## src/rtl/dffram_pkg.sv

```systemverilog
// Shared types and constants for the nibble-port DFF RAM word writer.
package dffram_pkg;

    localparam int ADDRWIDTH  = 5;
    localparam int NIBWIDTH   = 4;
    localparam int ADDR_LIMIT = 28;
    localparam int FIFO_DEPTH = 2;

    // Write-port and read-port lohi encodings are opposite polarities.
    localparam logic LOHI_WR_LO = 1'b1;
    localparam logic LOHI_RD_LO = 1'b0;

    typedef enum logic [2:0] {
        IDLE,
        WR_LO,
        WR_HI,
        VFY_LO,
        VFY_HI
    } state_t;

endpackage

```

## src/rtl/dffram_word_fifo.sv

```systemverilog
// Synchronous FIFO with power-of-two depth; an extra pointer bit separates full from empty.
module dffram_word_fifo #(
    parameter int WIDTH = 13,
    parameter int DEPTH = 2
) (
    input  logic             clk,
    input  logic             rst,
    input  logic             push_i,
    input  logic             pop_i,
    input  logic [WIDTH-1:0] wdata_i,
    output logic [WIDTH-1:0] rdata_o,
    output logic             full_o,
    output logic             empty_o
);

    localparam int PW = $clog2(DEPTH);

    logic [WIDTH-1:0] mem_q [DEPTH];
    logic [PW:0]      wr_ptr_q;
    logic [PW:0]      rd_ptr_q;

    always_ff @(posedge clk) begin
        if (rst) begin
            wr_ptr_q <= '0;
            rd_ptr_q <= '0;
        end else begin
            if (push_i) wr_ptr_q <= wr_ptr_q + (PW+1)'(1);
            if (pop_i)  rd_ptr_q <= rd_ptr_q + (PW+1)'(1);
        end
    end

    always_ff @(posedge clk) begin
        if (push_i) mem_q[wr_ptr_q[PW-1:0]] <= wdata_i;
    end

    assign rdata_o = mem_q[rd_ptr_q[PW-1:0]];
    assign empty_o = (wr_ptr_q == rd_ptr_q);
    assign full_o  = (wr_ptr_q[PW] != rd_ptr_q[PW]) &&
                     (wr_ptr_q[PW-1:0] == rd_ptr_q[PW-1:0]);

endmodule

```

## src/rtl/dffram_word_writer.sv

```systemverilog
// Word-to-nibble write sequencer for the 32x8 nibble-port DFF RAM.
// Optional macro WRITER_READBACK_VERIFY_EN adds a two-cycle read-back check after each word.
module dffram_word_writer #(
    parameter int ADDRWIDTH  = dffram_pkg::ADDRWIDTH,
    parameter int NIBWIDTH   = dffram_pkg::NIBWIDTH,
    parameter int ADDR_LIMIT = dffram_pkg::ADDR_LIMIT,
    parameter int FIFO_DEPTH = dffram_pkg::FIFO_DEPTH
) (
    input  logic                  clk,
    input  logic                  rst,
    input  logic                  in_valid,
    output logic                  in_ready,
    input  logic [ADDRWIDTH-1:0]  in_addr,
    input  logic [2*NIBWIDTH-1:0] in_data,
    output logic [ADDRWIDTH-1:0]  ram_addr,
    output logic [NIBWIDTH-1:0]   ram_wdata,
    output logic                  ram_lohi,
    output logic                  ram_wen,
    output logic                  busy,
    output logic                  addr_err
`ifdef WRITER_READBACK_VERIFY_EN
    ,
    output logic [ADDRWIDTH-1:0]  rb_addr,
    output logic                  rb_lohi,
    input  logic [NIBWIDTH-1:0]   rb_rdata,
    output logic                  vfy_err
`endif
);

    import dffram_pkg::*;

    localparam int WORDW = 2 * NIBWIDTH;
    localparam int FW    = ADDRWIDTH + WORDW;
    localparam logic [ADDRWIDTH:0] LIMIT = (ADDRWIDTH+1)'(ADDR_LIMIT);

    state_t               state_q, state_d;
    logic [ADDRWIDTH-1:0] cur_addr_q, cur_addr_d;
    logic [WORDW-1:0]     cur_data_q, cur_data_d;
    logic [ADDRWIDTH-1:0] ram_addr_q, ram_addr_d;
    logic [NIBWIDTH-1:0]  ram_wdata_q, ram_wdata_d;
    logic                 ram_lohi_q, ram_lohi_d;
    logic                 ram_wen_q, ram_wen_d;
    logic                 addr_err_q, addr_err_d;
`ifdef WRITER_READBACK_VERIFY_EN
    logic                 vfy_err_q, vfy_err_d;
`endif

    logic                 fifo_push, fifo_pop, fifo_full, fifo_empty;
    logic [FW-1:0]        fifo_rdata;
    logic [ADDRWIDTH-1:0] head_addr;
    logic [WORDW-1:0]     head_data;
    logic                 head_bad;
    logic                 take_next;

    assign in_ready  = !fifo_full && !rst;
    assign fifo_push = in_valid && in_ready;

    dffram_word_fifo #(
        .WIDTH (FW),
        .DEPTH (FIFO_DEPTH)
    ) u_fifo (
        .clk     (clk),
        .rst     (rst),
        .push_i  (fifo_push),
        .pop_i   (fifo_pop),
        .wdata_i ({in_addr, in_data}),
        .rdata_o (fifo_rdata),
        .full_o  (fifo_full),
        .empty_o (fifo_empty)
    );

    assign {head_addr, head_data} = fifo_rdata;
    assign head_bad = ({1'b0, head_addr} >= LIMIT);

    always_comb begin
        state_d     = state_q;
        cur_addr_d  = cur_addr_q;
        cur_data_d  = cur_data_q;
        ram_addr_d  = '0;
        ram_wdata_d = '0;
        ram_lohi_d  = 1'b0;
        ram_wen_d   = 1'b0;
        addr_err_d  = addr_err_q;
        fifo_pop    = 1'b0;
        take_next   = 1'b0;
`ifdef WRITER_READBACK_VERIFY_EN
        vfy_err_d   = vfy_err_q;
`endif
        case (state_q)
            IDLE: take_next = 1'b1;
            WR_LO: begin
                state_d     = WR_HI;
                ram_wen_d   = 1'b1;
                ram_lohi_d  = ~LOHI_WR_LO;
                ram_wdata_d = cur_data_q[WORDW-1:NIBWIDTH];
                ram_addr_d  = cur_addr_q;
            end
`ifdef WRITER_READBACK_VERIFY_EN
            WR_HI: state_d = VFY_LO;
            VFY_LO: begin
                state_d = VFY_HI;
                if (rb_rdata != cur_data_q[NIBWIDTH-1:0]) vfy_err_d = 1'b1;
            end
            VFY_HI: begin
                take_next = 1'b1;
                if (rb_rdata != cur_data_q[WORDW-1:NIBWIDTH]) vfy_err_d = 1'b1;
            end
`else
            WR_HI: take_next = 1'b1;
`endif
            default: state_d = IDLE;
        endcase

        // A dropped out-of-range word costs one idle cycle before the next entry is looked at.
        if (take_next) begin
            state_d = IDLE;
            if (!fifo_empty) begin
                fifo_pop = 1'b1;
                if (head_bad) begin
                    addr_err_d = 1'b1;
                end else begin
                    state_d     = WR_LO;
                    cur_addr_d  = head_addr;
                    cur_data_d  = head_data;
                    ram_wen_d   = 1'b1;
                    ram_lohi_d  = LOHI_WR_LO;
                    ram_wdata_d = head_data[NIBWIDTH-1:0];
                    ram_addr_d  = head_addr;
                end
            end
        end
    end

    always_ff @(posedge clk) begin
        if (rst) begin
            state_q     <= IDLE;
            cur_addr_q  <= '0;
            cur_data_q  <= '0;
            ram_addr_q  <= '0;
            ram_wdata_q <= '0;
            ram_lohi_q  <= 1'b0;
            ram_wen_q   <= 1'b0;
            addr_err_q  <= 1'b0;
`ifdef WRITER_READBACK_VERIFY_EN
            vfy_err_q   <= 1'b0;
`endif
        end else begin
            state_q     <= state_d;
            cur_addr_q  <= cur_addr_d;
            cur_data_q  <= cur_data_d;
            ram_addr_q  <= ram_addr_d;
            ram_wdata_q <= ram_wdata_d;
            ram_lohi_q  <= ram_lohi_d;
            ram_wen_q   <= ram_wen_d;
            addr_err_q  <= addr_err_d;
`ifdef WRITER_READBACK_VERIFY_EN
            vfy_err_q   <= vfy_err_d;
`endif
        end
    end

    assign ram_addr  = ram_addr_q;
    assign ram_wdata = ram_wdata_q;
    assign ram_lohi  = ram_lohi_q;
    assign ram_wen   = ram_wen_q;
    assign addr_err  = addr_err_q;
    assign busy      = !fifo_empty || (state_q != IDLE);

`ifdef WRITER_READBACK_VERIFY_EN
    assign vfy_err = vfy_err_q;
    assign rb_addr = (state_q == VFY_LO || state_q == VFY_HI) ? cur_addr_q : '0;
    assign rb_lohi = (state_q == VFY_HI) ? ~LOHI_RD_LO : LOHI_RD_LO;
`endif

endmodule

```

## config.mk

```make
export PLATFORM = sky130hd
export DESIGN_NAME = dffram_word_writer
export DESIGN_NICKNAME = d
export VERILOG_FILES = /design/src/rtl/dffram_pkg.sv /design/src/rtl/dffram_word_fifo.sv /design/src/rtl/dffram_word_writer.sv
export SDC_FILE = /design/constraint.sdc
export NUM_CORES = 1
export LEC_CHECK = 0
export CAP_MARGIN = 20
export CORE_AREA = 2 2 76 78
export CTS_CLUSTER_SIZE = 28
export DETAILED_ROUTE_END_ITERATION = 8
export DIE_AREA = 0 0 78 80
export GPL_ROUTABILITY_DRIVEN = 1
export GPL_TIMING_DRIVEN = 0
export PLACE_DENSITY = 0.67
export SYNTH_ARGS = -nofsm -noshare
export SYNTH_HDL_FRONTEND = slang
export SYNTH_SLANG_ARGS = --single-unit
```

## constraint.sdc

```tcl
create_clock -name clk -period 2 [get_ports clk]
set_input_delay 0.4 -clock clk [delete_from_list [all_inputs] [get_ports clk]]
set_output_delay 0.4 -clock clk [all_outputs]
set_load 0.1 [all_outputs]
```

==> flow_metrics.py <==
metrics = {
    "run": {
        "maxCapViolCount": 0,
    },
    "power_and_ir_drop": {
        "powerDensity_nw_per_um2": 1530,
        "ir_drop_v": 0.000868,
        "p_leak_uw": 0.000930,
    },
    "final_layout": {
        "diodes": 0,
        "fin_nets": 198,
        "final_cell_mix": "edfxtp_1 (26), dfxtp_1 (23), mux2i_1 (14), clkdlybuf4s50_1 (14), a21oi_1 (13)",
        "fin_area_um2": 2530,
        "area_growth_pct": 24.6,
        "layout.cells.most_common": "edfxtp_1",
        "drive_gt1_share_pct": 20.8,
        "final_util_pct": 46.9,
    },
    "min_path": {
        "hold_depth": 2,
        "hold_class": "input port to register",
        "min_to": "cur_addr_q[0]",
        "hold_path_startpoint": "rst",
    },
    "cts": {
        "cts-root-buf": "clkbuf_8",
        "cts_tree": "built",
        "hold_buffers": 0,
        "clkSlewWorstSetupHoldPaths_ps": 90,
        "insertion_delay_ps": 300,
        "cts_buffers": 5,
        "cts_sinks": 53,
        "cts_max_path_buffers": 2,
        "h-tree-depth": 2,
    },
    "timing": {
        "finClkSkew_ps": 7.29,
        "slew_violations": 0,
        "whs_ps": 377,
        "setup_violations": 0,
        "hold_viol": 0,
        "min_period_ps": 1900,
        "slew_headroom_pct": 36.3,
        "tightest_slew_ps": 959,
        "timing.final.crit_share_pct": 94.8,
        "rsz0062_at_grt": "false",
        "setup_slack_ps": 105,
        "setup-tns-final_ps": 0,
        "fmax_ghz": 0.528,
    },
    "critical_path": {
        "crit_buf_inv": 1,
        "critPathArrivalTime_ps": 1500,
        "end_kind": "output port",
        "r2r-start": "u_fifo.wr_ptr_q[0]",
        "rrSetupSlack_ps": 370,
        "cp_cell_sequence": "dlygate4sd2_1",
        "r2r_cells": 4,
        "start_kind": "register",
        "cpMaxStageDelayCell": "dlygate4sd2_1",
        "slowest_delay_ps": 860,
        "r2r_end": "u_fifo.mem_q[0][9]",
        "path_delay_family": "buffers and inverters",
        "required_ps": 1600,
        "worstPathMaxFanout": 2,
        "path_class": "register to output port",
    },
    "floorplanning": {
        "ioPinCount": 30,
        "dieArea_um2": 6240,
        "rows": 27,
        "initial_core_util_pct": 37.6,
        "fp.coreArea_um2": 5410,
        "die_w_um": 78,
        "die_y_um": 80,
    },
    "global_route": {
        "grt_pass1_vias": 1218,
        "grt_max_degree": 16,
        "grt_pass1_wl_mm": 5.71,
        "grt.overflow.total": 0,
        "antenna_found_initial": 0,
        "grt_usage_pct": 12.0,
    },
    "synth": {
        "ys_top_cells_by_area": "edfxtp_1 (38%), dfxtp_1 (27%), mux2i_1 (6.9%)",
        "yosys_register_bits": 53,
        "async_flop_share_pct": 0,
        "synth-main-ff-cell": "dfxtp_1",
        "yosysWarnings": 0,
        "syn_nets": 162,
        "yosysUniqueCellTypes": 32,
        "syn_inst": 146,
        "yosysTopAreaCellShare_pct": 38.4,
        "synth-edff-count": 26,
        "ys_seq_area_share_pct": 65.0,
        "syn_avg_cell_area_um2": 13.9,
        "synth_area_um2": 2030,
        "synth_top_area_cell": "edfxtp_1",
    },
    "detailed_routing": {
        "drtAntennaViolNets": 0,
        "drcViolationCount": 0,
        "drt_wl_total_mm": 3.30,
        "first_iter_violations": 61,
        "first_pass_iters": 4,
        "post_drt_wl_per_cell_um": 13.0,
        "via_per_inst": 4.57,
        "vias": 1165,
    },
    "outcome": {
        "outcome": "finished, final reports clean",
    },
    "place": {
        "place_ws_ps": -330,
        "dp_hpwl_mm": 2.29,
        "placed_area_um2": 2440,
        "routabilityCongestion": 0.741,
        "io_buffers": 28,
    },
}
-- report_power, final --
group	internal [uW]	switching, uW	total, uW
Combinational	529	1240	1770
Clock	283	310	592
Sequential	1370	133	1500
Total	2180	1680	3870
-- flip-flops by register name, indices dropped and copies added, names as in the netlist, named ones only --
register         flops
u_fifo.mem_q        26
ram_addr             5
addr_err             1
cur_data_q           4
cur_addr_q           5
ram_wdata            4
u_fifo.rd_ptr_q      2
ram_wen              1
state_q              2
u_fifo.wr_ptr_q      2
-- metal layers --
metal / wire [um] / vias up / GRT usage, % / share of wire [%]
met5: 0 / - / 0 / 0
met4: 57 / 0 / 4.21 / 1.7
met3: 129 / 6 / 3.73 / 3.9
met2: 1670 / 19 / 21.3 / 51
met1: 1440 / 543 / 13.6 / 44
li1: - / 597 / - / -
-- worst reg2reg max path: cells and delay by family, from the launching register on --
kind | cells | cell delay (ps)
compound gates | 1 | 180
simple gates | 2 | 480
flops | 1 | 470
xor+xnor | 1 | 150
-- layout make-up --
class                   instances  area (um^2)
fillers                       520         2870
repair buffers                 29          274
well taps                      72         90.1
flip-flops and latches         53         1330
clock buffers                   8         90.1
inverters                       3         11.3
multi-input cells              83          686
plain buffers                   7         55.1
-- timing repair --
action,in CTS,in global routing
gates resized for setup,23,3
setup endpoints to repair,28,3
buffers inserted,1,0
pin swaps,1,0
-- synthesized netlist by cell type (3+ instances only) --
| cell type | number |
|---|---|
| o21ai_1 | 8 |
| nand2_1 | 9 |
| mux2i_1 | 14 |
| a211oi_2 | 8 |
| edfxtp_1 | 26 |
| nor2_1 | 6 |
| dfxtp_1 | 27 |
| inv_1 | 3 |
| a21oi_1 | 14 |
-- how the worst max path moves through the flow --
stage                             from                 end  slack [ps]  cells after the start
floorplan           u_fifo.wr_ptr_q[0]  u_fifo.mem_q[0][0]          20                      4
global placement    u_fifo.wr_ptr_q[0]            in_ready        -310                      3
detailed placement  u_fifo.wr_ptr_q[0]            in_ready        -330                      3
CTS                         state_q[0]            ram_lohi          20                      1
global route        u_fifo.rd_ptr_q[1]                busy          50                      3
finish                        addr_err            addr_err         100                      1
-- logic make-up (layout without fill, tap and decap cells) --
kind of cell / after synthesis / count (layout) / synth area share [%]
DFF: 53 / 53 / 65.0
and+or+nand+nor: 28 / 28 / 7.63
muxes: 14 / 14 / 6.89
xor gates and xnor gates: 5 / 5 / 2.89
AOI/OAI and AO/OA: 36 / 36 / 14.3
buffers and inverters: 10 / 47 / 3.26
-- metrics by stage --
step,power [uW],std cells
after global routing,4090,255
after CTS,3890,255
after detailed placement,3370,246
after global placement,3350,246
after floorplan,2990,146
final,3870,255
Note: power is estimated with default switching activity, not from simulation.
